[src/rtl/hazard_unit_sb.sv]
// Hazard unit for a 5-stage pipeline: operand forwarding, load-use and scoreboard
// stalls, branch flushes, one iterative multi-cycle unit and a saturating stall counter.

// Forwarding select for one Execute source operand; M has priority over W.
module hazard_fwd_lane #(
    parameter int RW = 4
) (
    input  logic [RW-1:0] ra_e,
    input  logic [RW-1:0] wa3_m,
    input  logic [RW-1:0] wa3_w,
    input  logic          reg_write_m,
    input  logic          reg_write_w,
    output logic [1:0]    fwd
);
    always_comb begin
        fwd = 2'b00;
        if (reg_write_m && (ra_e == wa3_m))
            fwd = 2'b10;
        else if (reg_write_w && (ra_e == wa3_w))
            fwd = 2'b01;
    end
endmodule

// Hazard detection for one Decode source operand.
module hazard_src_lane #(
    parameter int NREG = 16,
    parameter int RW   = 4
) (
    input  logic [RW-1:0]   ra_d,
    input  logic [RW-1:0]   wa3_e,
    input  logic [NREG-1:0] pending,
    input  logic            mul_wb,
    input  logic [RW-1:0]   mul_wa,
    input  logic            mul_start,
    output logic            ldr_hit,
    output logic            scb_hit
);
    logic wb_bypass;

    // The regfile writes on the falling edge, so the write-back cycle itself
    // already delivers the multiply result to Decode.
    assign wb_bypass = mul_wb & (mul_wa == ra_d);
    assign ldr_hit   = (ra_d == wa3_e);
    assign scb_hit   = (pending[ra_d] & ~wb_bypass) | (mul_start & (wa3_e == ra_d));
endmodule

module hazard_unit_sb #(
    parameter int NREG    = 16,
    parameter int RW      = $clog2(NREG),
    parameter int MUL_LAT = 4,
    parameter int CNT_W   = 16
) (
    input  logic             clk,
    input  logic             rst_n,
    input  logic [RW-1:0]    RA1D,
    input  logic [RW-1:0]    RA2D,
    input  logic [RW-1:0]    RA1E,
    input  logic [RW-1:0]    RA2E,
    input  logic [RW-1:0]    WA3E,
    input  logic [RW-1:0]    WA3M,
    input  logic [RW-1:0]    WA3W,
    input  logic             RegWriteE,
    input  logic             RegWriteM,
    input  logic             RegWriteW,
    input  logic             MemtoRegE,
    input  logic             IsMulD,
    input  logic             MulStartE,
    input  logic             PCSrcD,
    input  logic             PCSrcE,
    input  logic             PCSrcM,
    input  logic             PCSrcW,
    input  logic             BranchTakenE,
    output logic             StallF,
    output logic             StallD,
    output logic             FlushD,
    output logic             FlushE,
    output logic [1:0]       ForwardAE,
    output logic [1:0]       ForwardBE,
    output logic             MulBusy,
    output logic             MulWbW,
    output logic [RW-1:0]    MulWA,
    output logic [CNT_W-1:0] StallCount
);
    localparam int NSRC = 2;
    localparam int CD_W = 4;

    logic [NSRC-1:0][RW-1:0] ra_e, ra_d;
    logic [NSRC-1:0][1:0]    fwd;
    logic [NSRC-1:0]         ldr_hit, scb_hit;

    logic [NREG-1:0] pending, pending_nxt;
    logic [CD_W-1:0] countdown;
    logic            mul_accept;
    logic            ldr_stall, scb_stall, mul_stall, stall, pc_wr_pending;

    assign ra_e = {RA2E, RA1E};
    assign ra_d = {RA2D, RA1D};

    for (genvar i = 0; i < NSRC; i++) begin : g_src
        hazard_fwd_lane #(.RW(RW)) u_fwd (
            .ra_e        (ra_e[i]),
            .wa3_m       (WA3M),
            .wa3_w       (WA3W),
            .reg_write_m (RegWriteM),
            .reg_write_w (RegWriteW),
            .fwd         (fwd[i])
        );

        hazard_src_lane #(.NREG(NREG), .RW(RW)) u_src (
            .ra_d      (ra_d[i]),
            .wa3_e     (WA3E),
            .pending   (pending),
            .mul_wb    (MulWbW),
            .mul_wa    (MulWA),
            .mul_start (MulStartE),
            .ldr_hit   (ldr_hit[i]),
            .scb_hit   (scb_hit[i])
        );
    end

    assign ForwardAE = fwd[0];
    assign ForwardBE = fwd[1];

    assign ldr_stall     = MemtoRegE & RegWriteE & (|ldr_hit);
    assign scb_stall     = |scb_hit;
    assign mul_stall     = IsMulD & ((MulBusy & ~MulWbW) | MulStartE);
    assign stall         = ldr_stall | scb_stall | mul_stall;
    assign pc_wr_pending = PCSrcD | PCSrcE | PCSrcM;

    assign StallF = stall | pc_wr_pending;
    assign StallD = stall;
    assign FlushE = stall | BranchTakenE;
    assign FlushD = pc_wr_pending | PCSrcW | BranchTakenE;

    // A start is taken when idle or in the write-back cycle; a start while
    // busy otherwise is illegal and dropped.
    assign mul_accept = MulStartE & (~MulBusy | MulWbW);

    // Clear the retiring register before setting the new one so a
    // back-to-back op to the same register stays pending.
    always_comb begin
        pending_nxt = pending;
        if (MulWbW)
            pending_nxt[MulWA] = 1'b0;
        if (mul_accept)
            pending_nxt[WA3E] = 1'b1;
    end

    always_ff @(posedge clk or negedge rst_n) begin
        if (!rst_n) begin
            pending   <= '0;
            countdown <= '0;
            MulBusy   <= 1'b0;
            MulWbW    <= 1'b0;
            MulWA     <= '0;
        end else begin
            pending <= pending_nxt;
            if (mul_accept) begin
                MulBusy   <= 1'b1;
                MulWbW    <= 1'b0;
                MulWA     <= WA3E;
                countdown <= CD_W'(MUL_LAT - 1);
            end else if (MulWbW) begin
                MulBusy <= 1'b0;
                MulWbW  <= 1'b0;
            end else if (MulBusy) begin
                // Exhausted countdown fires the write-back MUL_LAT edges after start.
                if (countdown == '0)
                    MulWbW <= 1'b1;
                else
                    countdown <= countdown - CD_W'(1);
            end
        end
    end

    always_ff @(posedge clk or negedge rst_n) begin
        if (!rst_n)
            StallCount <= '0;
        else if (StallD && (StallCount != {CNT_W{1'b1}}))
            StallCount <= StallCount + CNT_W'(1);
    end
endmodule

[config.mk]
export PLATFORM = sky130hd
export DESIGN_NAME = hazard_unit_sb
export DESIGN_NICKNAME = d
export VERILOG_FILES = /design/src/rtl/hazard_unit_sb.sv
export SDC_FILE = /design/constraint.sdc
export NUM_CORES = 1
export LEC_CHECK = 0
export ABC_AREA = 1
export CORE_MARGIN = 10
export CORE_UTILIZATION = 40
export DETAILED_ROUTE_END_ITERATION = 6
export GPL_TIMING_DRIVEN = 0
export PLACE_DENSITY = 0.67
export REMOVE_ABC_BUFFERS = 1
export SYNTH_ARGS = -nofsm -noshare
export SYNTH_HDL_FRONTEND = slang
export SYNTH_SLANG_ARGS = --single-unit
[constraint.sdc]
create_clock -name clk -period 2.4 [get_ports clk]
set_clock_uncertainty 0.2 [all_clocks]
set_input_delay 0.48 -clock clk [delete_from_list [all_inputs] [get_ports clk]]
set_output_delay 0.48 -clock clk [all_outputs]
set_load 0.02 [all_outputs]
Yosys cells after proc, flatten, opt, wreduce, memory -nomap -nowiden
Cells that the tools add are included.
Word-level totals
  register bits: 42
  input port bits: 41
  output and inout port bits: 30
  word-level logic and storage cells: 94
Operators by class
  add/sub/neg operators: 2
  order comparisons: 6
  eq/ne operators: 13
  multiplexer cells: 24
  bitwise operators: 30
  reduce and logical (&&, ||, !) cells: 13
Operators with widths (count)
  4-bit equality test: 10
  16-bit two-way mux: 2
  4-bit by 5-bit < comparator with 1-bit output, second input constant: 4
  16-bit by 1-bit adder with 16-bit output, second input constant: 1
  16-bit AND: 1
  4-bit two-way mux: 4
  16-bit inequality test, second input constant: 1
  16-bit inverter: 1
  16-bit OR: 1
  1-bit two-way mux: 12
  1-bit OR: 12
  1-bit AND: 11
  1-bit binary-select mux with 4-bit select: 2
  1-bit demux with 4-bit select: 2
  4-bit by 1-bit greater-or-equal comparator with 1-bit output, second input constant: 2
  1-bit logical AND: 7
  4-bit logical NOT: 1
  2-bit two-way mux: 2
  1-bit inverter: 4
  2-bit nonzero test: 2
  2-bit OR reduction: 2
  4-bit by 1-bit subtractor with 4-bit output, second input constant: 1
  3-bit AND reduction: 1
  2-bit by 1-bit inequality test with 1-bit output, second input constant: 1
  2-bit inequality test, second input constant: 1

Logic depth before layout (Yosys ltp)
  depth in word-level cells: 9
  mapped depth: 13
  mapped depth without buffers: 12

Hierarchy
A second synthesis with hierarchy kept.
Second synthesis, totals
  cells, all modules: 462
  area total of the unflattened synthesis: 3065.4 µm²
By module, submodules not included
  hazard_unit_sb: instances 1, cells an instance 278, area each 2217.1 µm², seq. area each 1051.0 µm²
  hazard_src_lane: instances 2, cells an instance 58, area each 281.5 µm², seq. area each 0.0 µm²
  hazard_fwd_lane: instances 2, cells an instance 34, area each 142.6 µm², seq. area each 0.0 µm²

Least setup slack after synthesis
No wires, ideal clock.
  path type: input port to output port
  start: in WA3M[0]
  end: out ForwardBE[0]
  data arrival time: 1.591 ns
  required time: 1.720 ns
  slack: 0.129 ns
  cell stages on the path: 5
  cell sequence: inv_1 a21oi_1 o2111ai_1 a211oi_1 nor2_1
Between the ends
  word-level cells in the longest chain between the ends: 3
Ends and longest elaborated chain
  start, declared: RTL line 60  | input logic [RW-1:0] WA3M,
  4-bit equality test: RTL line 17  | if (reg_write_m && (ra_e == wa3_m))
  1-bit logical AND: RTL line 17
  2-bit two-way mux: RTL line 17
  end, declared: RTL line 78  | output logic [1:0] ForwardBE,
No other way between the ends.

Final worst setup path
  start: reg MulWA[1]
  end: out FlushE
Between the ends
  word-level cells in the longest chain between the ends: 9
Ends and longest elaborated chain
  start, declared: RTL line 81  | output logic [RW-1:0] MulWA,
  start signal, assigned: RTL line 155  | MulWA <= '0;
  start signal, assigned: RTL line 161  | MulWA <= WA3E;
  4-bit equality test: RTL line 42  | assign wb_bypass = mul_wb & (mul_wa == ra_d);
  1-bit AND: RTL line 42
  1-bit inverter: RTL line 44  | assign scb_hit = (pending[ra_d] & ~wb_bypass) | (mul_start & (wa3_e == ra_d));
  1-bit AND: RTL line 44
  1-bit OR: RTL line 44
  2-bit OR reduction *: RTL line 125  | assign scb_stall = |scb_hit;
  1-bit OR * (2 in a row): RTL line 127  | assign stall = ldr_stall | scb_stall | mul_stall;
  1-bit OR *: RTL line 132  | assign FlushE = stall | BranchTakenE;
  end, declared: RTL line 76  | output logic FlushE,
Every way passes the cells marked *; elsewhere a longest branch is shown, timed or not.

==> results.toml <==
[status]
status = "finished with violations"
violations = "setup timing"

[sta]
layout_min_cycle_time_ns = 2.43
drv_slew = 0
setup_viol = 1
report.final.hold_viol_count = 0
rsz0062_at_grt = "yes"
maxSlewHeadroom_pct = 75.2
achievable-frequency_mhz = 412
min_period_over_period_pct = 101
fin_ws_ns = -0.0284
worst_hold_slack_ns = 0.320
worst-slew-pin-transition_ns = 0.372

[grt]
grt_busiest_layer = "met2"
grt.met2_usage_pct = 23.8
first_global_vias = 2858
grt_start_max_net_pins = 29
use_met1_pct = 20.6
grt_first_pass_wirelength_um = 14000
gr-usage-met3_pct = 3.53
antenna_violations_before_repair = 0
global_route.usage.total_pct = 15.2
grt_overflow = 0

[worst_setup_path]
timing_worst_setup_path_type = "flip-flop to output port"
cp-startpoint = "MulWA[1]"
timing.critical_path.required_ns = 1.72
worstSetupEndpointType = "output port"
regToRegStartpoint = "StallCount[0]"
cp_data_arrival_time_ns = 1.75
critical_path_peak_fanout = 5
r2r_slack_ns = 0.31
setup.worst_path.start_class = "flip-flop"

[clock_network]
clk_latency_worst_skew_pair_ns = 0.28
cts_made_buffers = 5
cts_root_buf = "sky130_fd_sc_hd__clkbuf_8"
clkSlewWorstSetupHoldPaths_ns = 0.08
cts_buffer_depth = 2
cts.htree.levels = 2
tritoncts = "done"
clk_sinks = 42

[drt]
drt_first_iter_violations = 179
drc = 0
wirelength_um = 8770
routed-via-count = 3121
wire_per_inst_um = 14.5
post_drt_via_cell_ratio = 5.15
drt_pass1_iterations = 5
route.antenna.remaining_nets = 0

[pwr]
power_density_mw_per_mm2 = 808
irDropWorstVdd_uv = 609
share_clk_of_total_power_pct = 14.3
power.net_switching_mw = 1.33
static-leakage-power_nw = 1.92
power.sequential.fraction_pct = 36.7
switching_power_share_of_the_total_pct = 41.3
internal_power_mw = 1.90
comb_power_share_pct = 49.0

[floorplanning]
boundaryPins = 71
chipWidth_um = 104
floorplan.die_area_mm2 = 0.0108
rows = 30
core_area_mm2 = 0.00683
initial_utilization_pct = 41.3
die_height_um = 104

[logic_synthesis]
synthesized_netlist_cell_count = 410
synthesized_area_divided_by_synthesized_cell_count_um2 = 6.88
synth_warnings = 0
ys_types = 32
mappedNetlistArea_mm2 = 0.00282
portion_of_the_post_synthesis_area_used_by_sequential_elements_pct = 37.3
synth.ff_latch_count = 42

[hold_path]
hold_path.startpoint = "WA3E[1]"
hold_class = "input port to flip-flop"

[cells_and_area]
filler_cell_count = 649
insertedDiodeCount = 0
final_nets = 553
fin_cells = 606
synthToLayoutAreaGrowth_pct = 41.7
final_layout_size_suffix_gt1_share_pct = 19.0

[flow_run]
max_cap_viol_count = 0

[placement]
dp_hpwl_um = 6330
gp_congestion = 0.881
port_buffers = 70
dpl.cell_count = 571
## critical path, cell delays in order (launching register included)
cell                        delay [ns]
sky130_fd_sc_hd__dfrtp_2          0.46
sky130_fd_sc_hd__inv_4            0.09
sky130_fd_sc_hd__o21ai_1          0.06
sky130_fd_sc_hd__nor2_1           0.13
sky130_fd_sc_hd__o2111ai_2        0.14
sky130_fd_sc_hd__nand2_4          0.11
sky130_fd_sc_hd__nand3_4          0.10
sky130_fd_sc_hd__or2_1            0.22
sky130_fd_sc_hd__buf_4            0.15
## timing repair
item | CTS | global route
setup endpoints to repair | 24 | 22
hold endpoints to repair | 14 | 0
pin swaps | 9 | 15
hold buffers | 1 | 0
setup buffers | 11 | 13
gates resized for setup | 103 | 42
gates cloned | 1 | 1
## area by class of cell
type	count	area [um^2]	area share [%]
clock inverters	1	5.00	0.125
clock buffers	7	86.3	2.16
flip-flops and latches	42	1060	26.4
multi-input cells	312	1630	40.8
repair inverters	1	5.00	0.125
well taps	96	120	3.00
repair buffers	96	887	22.2
inverters	51	206	5.16
## synth_stat cells
library cell / number / area, um^2
sky130_fd_sc_hd__nand2_1: 130 / 488
sky130_fd_sc_hd__nand3_1: 53 / 265
sky130_fd_sc_hd__inv_1: 43 / 161
sky130_fd_sc_hd__dfrtp_1: 42 / 1050
sky130_fd_sc_hd__o21ai_0: 34 / 170
sky130_fd_sc_hd__nor2_1: 24 / 90.1
sky130_fd_sc_hd__xor2_1: 11 / 96.3
sky130_fd_sc_hd__inv_2: 8 / 30.0
sky130_fd_sc_hd__o22ai_1: 8 / 50.1
sky130_fd_sc_hd__a21oi_1: 7 / 35.0
sky130_fd_sc_hd__xnor2_1: 7 / 61.3
sky130_fd_sc_hd__nor3_1: 6 / 30.0
sky130_fd_sc_hd__o31ai_1: 4 / 30.0
sky130_fd_sc_hd__a211oi_1: 3 / 22.5
sky130_fd_sc_hd__ha_1: 3 / 37.5
sky130_fd_sc_hd__nand4_1: 3 / 18.8
sky130_fd_sc_hd__nor2_2: 3 / 18.8
sky130_fd_sc_hd__o2111ai_1: 3 / 26.3
sky130_fd_sc_hd__buf_2: 2 / 10.0
sky130_fd_sc_hd__buf_4: 2 / 15.0
sky130_fd_sc_hd__buf_6: 2 / 22.5
sky130_fd_sc_hd__o21ai_1: 2 / 10.0
sky130_fd_sc_hd__a21oi_2: 1 / 8.76
sky130_fd_sc_hd__a22oi_1: 1 / 7.51
sky130_fd_sc_hd__and3_1: 1 / 6.26
sky130_fd_sc_hd__nand2_2: 1 / 6.26
sky130_fd_sc_hd__nand3_4: 1 / 17.5
sky130_fd_sc_hd__nand3b_1: 1 / 7.51
sky130_fd_sc_hd__nor4_1: 1 / 6.26
sky130_fd_sc_hd__o211ai_1: 1 / 7.51
sky130_fd_sc_hd__o21a_1: 1 / 7.51
sky130_fd_sc_hd__or2_1: 1 / 6.26
## layer usage
layer  vias up  part of all wire, %  routed length, um
met1      1449                   45               3990
met3         8                  7.0                612
met4         0                 0.96                 84
li1       1544                    -                  -
met5         -                    0                  0
met2       120                   47               4080
## placed cells by master, fill, tap and decap left out, types with 2 or more instances in the layout
cell                              Yosys  final
sky130_fd_sc_hd__nand2_1            130    128
sky130_fd_sc_hd__nand3_1             53     52
sky130_fd_sc_hd__dfrtp_1             42     38
sky130_fd_sc_hd__o21ai_0             34     34
sky130_fd_sc_hd__inv_1               43     32
sky130_fd_sc_hd__clkdlybuf4s50_1      0     32
sky130_fd_sc_hd__buf_4                2     23
sky130_fd_sc_hd__nor2_1              24     22
sky130_fd_sc_hd__inv_2                8     15
sky130_fd_sc_hd__xor2_1              11     11
sky130_fd_sc_hd__buf_2                2      9
sky130_fd_sc_hd__dlygate4sd2_1        0      9
sky130_fd_sc_hd__dlymetal6s2s_1       0      9
sky130_fd_sc_hd__xnor2_1              7      7
sky130_fd_sc_hd__o22ai_1              8      6
sky130_fd_sc_hd__clkbuf_8             0      6
sky130_fd_sc_hd__buf_6                2      6
sky130_fd_sc_hd__a21oi_1              7      5
sky130_fd_sc_hd__nor3_1               6      5
sky130_fd_sc_hd__dfrtp_2              0      4
sky130_fd_sc_hd__nor2_2               3      4
sky130_fd_sc_hd__o31ai_1              4      4
sky130_fd_sc_hd__clkdlybuf4s15_2      0      4
sky130_fd_sc_hd__a211oi_2             0      3
sky130_fd_sc_hd__nand4_1              3      3
sky130_fd_sc_hd__ha_1                 3      3
sky130_fd_sc_hd__a21oi_2              1      2
sky130_fd_sc_hd__o2111ai_2            0      2
sky130_fd_sc_hd__inv_4                0      2
sky130_fd_sc_hd__inv_6                0      2
sky130_fd_sc_hd__o22ai_2              0      2
sky130_fd_sc_hd__nand3_2              0      2
sky130_fd_sc_hd__nand2_4              0      2
sky130_fd_sc_hd__o21ai_1              2      2
sky130_fd_sc_hd__clkinv_2             0      2
## kinds of logic after synthesis
| family | Yosys count | synth area share [%] |
|---|---|---|
| AND/OR/NAND/NOR | 225 | 34.1 |
| AO/OA/AOI/OAI | 65 | 13.3 |
| buffers and inverters | 57 | 8.47 |
| flip-flops | 42 | 37.3 |
| XOR/XNOR | 18 | 5.59 |
| adder cells (fa/ha/maj) | 3 | 1.33 |
## path summary, 6_finish.rpt
check,end,cells after the start
max,FlushE,8
min,MulWA[1],3
max reg2reg,StallCount[14],12
min reg2reg,StallCount[13],2
max in group asynchronous,MulWA[1],3
min in group asynchronous,MulBusy,2
## flip-flops by register name, summed over array words and instances (netlist names)
name        flops
MulWA           4
pending        16
MulWbW          1
countdown       4
StallCount     16
MulBusy         1
## power by group through the flow
stage / clock network [mW] / registers [mW] / logic [mW]
2_1_floorplan: 0 / 1.24 / 0.696
3_3_place_gp: 0 / 1.20 / 1.24
3_5_place_dp: 0 / 1.20 / 1.27
4_1_cts: 0.476 / 1.18 / 1.41
5_1_grt: 0.507 / 1.22 / 1.75
6_report: 0.462 / 1.19 / 1.58
## metrics by stage
stage | area (um^2) | util [%] | total power, mW | setup WS, ns | TNS, ns
floorplan | 2770 | - | 1.94 | 0.0539 | 0
global route | 4000 | 58.5 | 3.48 | -0.123 | -0.242
CTS | 3810 | 55.7 | 3.07 | -0.0487 | -0.0963
detailed placement | 3610 | 52.8 | 2.48 | -1.33 | -12.14
global placement | 3590 | 52.6 | 2.45 | -1.30 | -29.42
finish | 4000 | 58.5 | 3.23 | -0.0284 | -0.0284
(Power assumes the default switching activity.)
==> RTL edit 1: new RTL, same flow settings <==
`CNT_W`: 16 -> 20.
--- a/src/rtl/hazard_unit_sb.sv
+++ b/src/rtl/hazard_unit_sb.sv
@@ -48,7 +48,7 @@
     parameter int NREG    = 16,
     parameter int RW      = $clog2(NREG),
     parameter int MUL_LAT = 4,
-    parameter int CNT_W   = 16
+    parameter int CNT_W   = 20
 ) (
     input  logic             clk,
     input  logic             rst_n,
Ports: changed (resized StallCount); port bits go from 71 to 75. The function was not compared with the original's and may differ.
==> RTL edit 1 against the original RTL <==
- the run still ends with negative setup slack left
- worst hold slack lost 0.012 ns
- sequential cell count grew 4
- setup slack lost 0.012 ns
- count of clock-buffer cells in the layout shrank 2
- synthesized area grew 11%
- power grew 2.9%
- routed wire length grew 8.0%
- die area grew 9.2%
- utilization shrank 2.3 points
- final cell count grew 6.4%
- final area grew 8.2%
==> RTL edit 1: results (changes against the original RTL) <==
stage,metric,value,unit,change
outcome,status,"finished, violations left",,
outcome,violations,negative setup slack,,
global_route,grt_max_degree,32,,+10%
critical_path,crit_arrival,1.76,ns,
global_route,grt_pass1_vias,3131,,+9.6%
clock_network,insertion_delay,0.30,ns,+0.02 ns
critical_path,crit_fanout,5,,unchanged
pwr,power_leakage,2.07,nW,+7.6%
synthesis,synthTopCellsByArea,"dfrtp_1, nand2_1, nand3_1, o21ai_0, inv_1",,
pwr,ir_worst_vdd,0.000568,V,-6.7%
detailed_routing,drt-total-wl,9470,um,+8.0%
clock_network,clk_pin_slew_worst_paths,0.09,ns,
global_route,grt_pass1_wl,15400,um,+10%
synthesis,seq_area_frac_synth,36.6,%,-0.64 points
placed_design,gp_congestion,0.854,,-3.1%
cells_and_area,top_regs,"StallCount: 20 flops, pending: 16 flops",,
clock_network,cts_max_level,2,,unchanged
cells_and_area,fin_cells,645,,+6.4%
clock_network,cts_buffers,5,,unchanged
synthesis,synth_ff_type,dfrtp_1,,
synthesis,yosysUniqueCellTypes,34,,+6.3%
detailed_routing,drtPass1Iterations,5,,unchanged
placed_design,placed_cell_area,0.00395,mm2,+9.5%
placed_design,port_buffers,74,,+5.7%
synthesis,synthArstFlopShare,100,%,unchanged
synthesis,ys.warnings.count,0,,unchanged
min_path,hp-class,register to register,,
cells_and_area,fin_nets,586,,+6.0%
placed_design,place_ws,-1.74,ns,-0.411 ns
detailed_routing,vias_per_cell,5.15,,about the same
synthesis,postSynthCellCount,443,,+8.0%
pwr,p_switching,0.00138,W,+3.5%
clock_network,cts_buffer_depth,2,,unchanged
placed_design,post-dp-hpwl,6930,um,+9.4%
timing,setup_viol,1,,unchanged
global_route,groute.usage.overall,15.9,%,+0.69 points
detailed_routing,dr.first_iter.drc_count,162,,-9.5%
cells_and_area,antenna_cells,0,,unchanged
placed_design,placed_cells_incl_taps,612,,+7.2%
clock_network,cts_root_buffer,clkbuf_8,,
cells_and_area,drive_gt1_share,19.2,%,+0.13 points
timing,postLayoutSetupSlackWorst,-0.0407,ns,-0.0123 ns
timing,tightest_slew,0.401,ns,+0.0287 ns
global_route,grt_antenna_before_repair,0,,unchanged
synthesis,synth_common_cells,"nand2_1, nand3_1, dfrtp_1, inv_1, o21ai_0",,
## RTL edit 1: cell count changes in the layout (fill, tap and decap cells not counted), moves of 5 or more
cell             before  now
nand2_1             128  135
dlygate4sd2_1         9    4
o22ai_1               6   11
clkdlybuf4s50_1      32   39
nand3_2               2   12
buf_6                 6    1
## RTL edit 1: cells by family after synthesis
| kind of cell | count (synthesis) | share of synthesized area, % |
|---|---|---|
| adders and majority gates | 3 | 1.19 |
| AOI/OAI and AO/OA | 70 | 12.8 |
| xor gates and xnor gates | 22 | 6.13 |
| buffers and inverters | 59 | 8.44 |
| and+or+nand+nor | 243 | 34.8 |
| DFF | 46 | 36.6 |
## RTL edit 1: layout make-up
class / count / area (um2)
clock buffers: 5 / 68.8
repair buffers: 99 / 940
well taps: 102 / 128
fillers: 748 / 3360
multi-input cells: 339 / 1810
clock inverters: 3 / 21.3
inverters: 51 / 206
flip-flops and latches: 46 / 1160
## RTL edit 1: power groups by stage
stage                     combinational, W  clock [W]  sequential [W]
after floorplan                   0.000711          0         0.00130
after global placement             0.00125          0         0.00128
after detailed placement           0.00129          0         0.00128
after CTS                          0.00148   0.000498         0.00125
after global routing               0.00177   0.000532         0.00128
final                              0.00159   0.000478         0.00125
## RTL edit 1: layer usage
layer  GRT usage [%]  vias to the layer above  share of wire, %
met1            20.7                     1527                44
met2            25.9                      125                47
met5               0                        -                 0
met4            3.39                        0               1.0
li1                -                     1661                 -
met3            4.07                       10               8.4
## RTL edit 1: repair_timing
action	4_1_cts	5_1_grt
endpoints found under the hold margin	15	0
cloned	1	0
setup buffers	12	11
resized for setup	102	38
hold buffers	1	0
pin swaps	3	15
setup endpoints to repair	28	7
## RTL edit 1: final timing paths
kind | cells past startpoint | slack [ns] | endpoint | start
setup / recovery | 7 | -0.04 | FlushE | MulWA[1]
hold / removal | 2 | 0.31 | StallCount[13] | StallCount[13]
setup reg to reg | 10 | 0.30 | StallCount[12] | MulWA[1]
hold reg to reg | 2 | 0.31 | StallCount[13] | StallCount[13]
max in group asynchronous | 3 | 1.07 | MulWA[1] | rst_n
min in group asynchronous | 2 | 0.43 | MulWA[3] | rst_n
## RTL edit 1: per-stage QoR
step	util, %	setup TNS, ns
after floorplan	-	-0.273
after global placement	51.2	-52.38
after detailed placement	51.4	-24.38
after CTS	54.5	-0.0533
after global routing	56.3	-0.165
final	56.3	-0.0407
## RTL edit 1: critical path, cell delays in order (launching register included)
cell and delay, ns:
dfrtp_2 0.47, buf_4 0.16, a21oi_1 0.17, nand3_2 0.12, nand2_4 0.09, nand3_4 0.08, or2_1 0.20, buf_2 0.16
==> RTL edit 2: new RTL, config.mk and constraints unchanged <==
Without the edit above. Put one more register stage on the output `StallCount`, without a reset. The value now appears one clock later. The other outputs are not delayed to match.
--- a/src/rtl/hazard_unit_sb.sv
+++ b/src/rtl/hazard_unit_sb.sv
@@ -83,6 +83,8 @@
 );
     localparam int NSRC = 2;
     localparam int CD_W = 4;
+
+    logic [CNT_W-1:0] StallCount_s0;
 
     logic [NSRC-1:0][RW-1:0] ra_e, ra_d;
     logic [NSRC-1:0][1:0]    fwd;
@@ -175,9 +177,13 @@
 
     always_ff @(posedge clk or negedge rst_n) begin
         if (!rst_n)
-            StallCount <= '0;
-        else if (StallD && (StallCount != {CNT_W{1'b1}}))
-            StallCount <= StallCount + CNT_W'(1);
+            StallCount_s0 <= '0;
+        else if (StallD && (StallCount_s0 != {CNT_W{1'b1}}))
+            StallCount_s0 <= StallCount_s0 + CNT_W'(1);
     end
+    always_ff @(posedge clk) begin
+        StallCount <= StallCount_s0;
+    end
+
 endmodule
 
Check against the original RTL: not equivalent (Yosys sat finds a counterexample within 4 cycles, from zero or initial values and one cycle with rst_n low).
==> RTL edit 2 against the original RTL <==
- the flow still finishes with violations (negative setup slack)
- critical path depth did not move
- sequential cell count rose by 16
- highest routed layer unchanged
- critical path type unchanged
- die area rose by 11%
- power rose by 26%
- final area rose by 11%
- synthesized area rose by 13%
- clock power rose by 120%
- via count rose by 5.0%
- non-clock buffer count rose by 3
- routed wire length rose by 6.3%
- utilization fell by 1.1 points
- setup slack got worse by 0.0053 ns
==> RTL edit 2: results (changes against the original RTL) <==
stage,metric,value,unit,change
outcome,status,"finished, violations left",,
outcome,violations,negative setup slack,,
cells_and_area,fill_cells,721,,+11%
placed_design,gp_congestion,0.930,,+5.5%
synthesis,synth_compound_area_share,11.9,%,-1.4 points
critical_path,r2r-end,StallCount_s0[12],,
synthesis,synth_common_cells,"nand2_1, nand3_1, inv_1, dfrtp_1, o21ai_0",,
detailed_routing,vias_per_cell,5.13,,-0.45%
synthesis,synth_xor_area_share,5.75,%,+0.16 points
clock_network,cts_max_level,3,,+1
synthesis,yosysUniqueCellTypes,34,,+6.3%
timing,setup_viol,2,,+1
min_path,hold_path_depth,0,,-3
placed_design,place_ws,-1.40,ns,-0.0621 ns
placed_design,post-dp-hpwl,6720,um,+6.1%
cells_and_area,top_regs,"StallCount: 16 flops, StallCount_s0: 16 flops, pending: 16 flops",,
pwr,power_leakage,2.13,nW,+11%
critical_path,r2r_start,MulWA[0],,
critical_path,crit_fanout,7,,+2
cells_and_area,fin_nets,576,,+4.2%
critical_path,r2r_slack,0.40,ns,+0.09 ns
global_route,use_met1,18.5,%,-2.2 points
clock_network,insertion_delay,0.34,ns,+0.06 ns
placed_design,placed_cell_area,0.00397,mm2,+10%
global_route,groute.usage.overall,15.5,%,+0.31 points
synthesis,synth_top_area_share,32.9,%,-4.4 points
timing,postLayoutSetupSlackWorst,-0.0337,ns,-0.00528 ns
cells_and_area,drive_gt1_share,19.0,%,-0.025 points
synthesis,postSynthCellCount,431,,+5.1%
timing,hold_ws,0.223,ns,-0.0972 ns
global_route,grt_pass1_wl,14800,um,+5.9%
cells_and_area,fin_cells,639,,+5.4%
cells_and_area,multi_input_area,0.00163,mm2,-0.38%
clock_network,cts_buffers,9,,+4
critical_path,ff2ff_path_depth,11,,-1
global_route,grtUsageMet3,3.39,%,-0.14 points
global_route,grt_max_degree,35,,+21%
placed_design,placed_cells_incl_taps,594,,+4.0%
detailed_routing,dr.first_iter.drc_count,177,,-1.1%
synthesis,synthTopCellsByArea,"dfrtp_1, nand2_1, dfxtp_1, nand3_1, o21ai_0",,
detailed_routing,wl_met2,4470,um,+9.5%
## RTL edit 2: timing repair
item	4_1_cts	5_1_grt
gates resized for setup	105	21
endpoints found under the setup margin	19	23
hold buffers	1	0
hold endpoints to repair	8	0
buffers inserted	17	10
pin swaps	11	13
cloned	1	0
## RTL edit 2: worst max-delay path, cell delays in order (launching register included)
cell and delay [ns]:
dfrtp_2 0.48, inv_4 0.10, o22ai_2 0.07, a21oi_1 0.13, nand3_1 0.10, nand2_2 0.11
nand3_4 0.07, or2_4 0.23, buf_6 0.13
## RTL edit 2: power by group
group	internal (W)	switching [W]
combinational	0.000700	0.000836
sequential	0.00127	0.000265
clock	0.000609	0.000392
## RTL edit 2: layout make-up
cell class,count,area share [%]
clock buffers,11,3.17
clock inverters,5,1.74
inverters,49,4.35
multi-input cells,315,36.5
flip-flops and latches,58,30.9
well taps,102,2.86
repair buffers,99,20.6
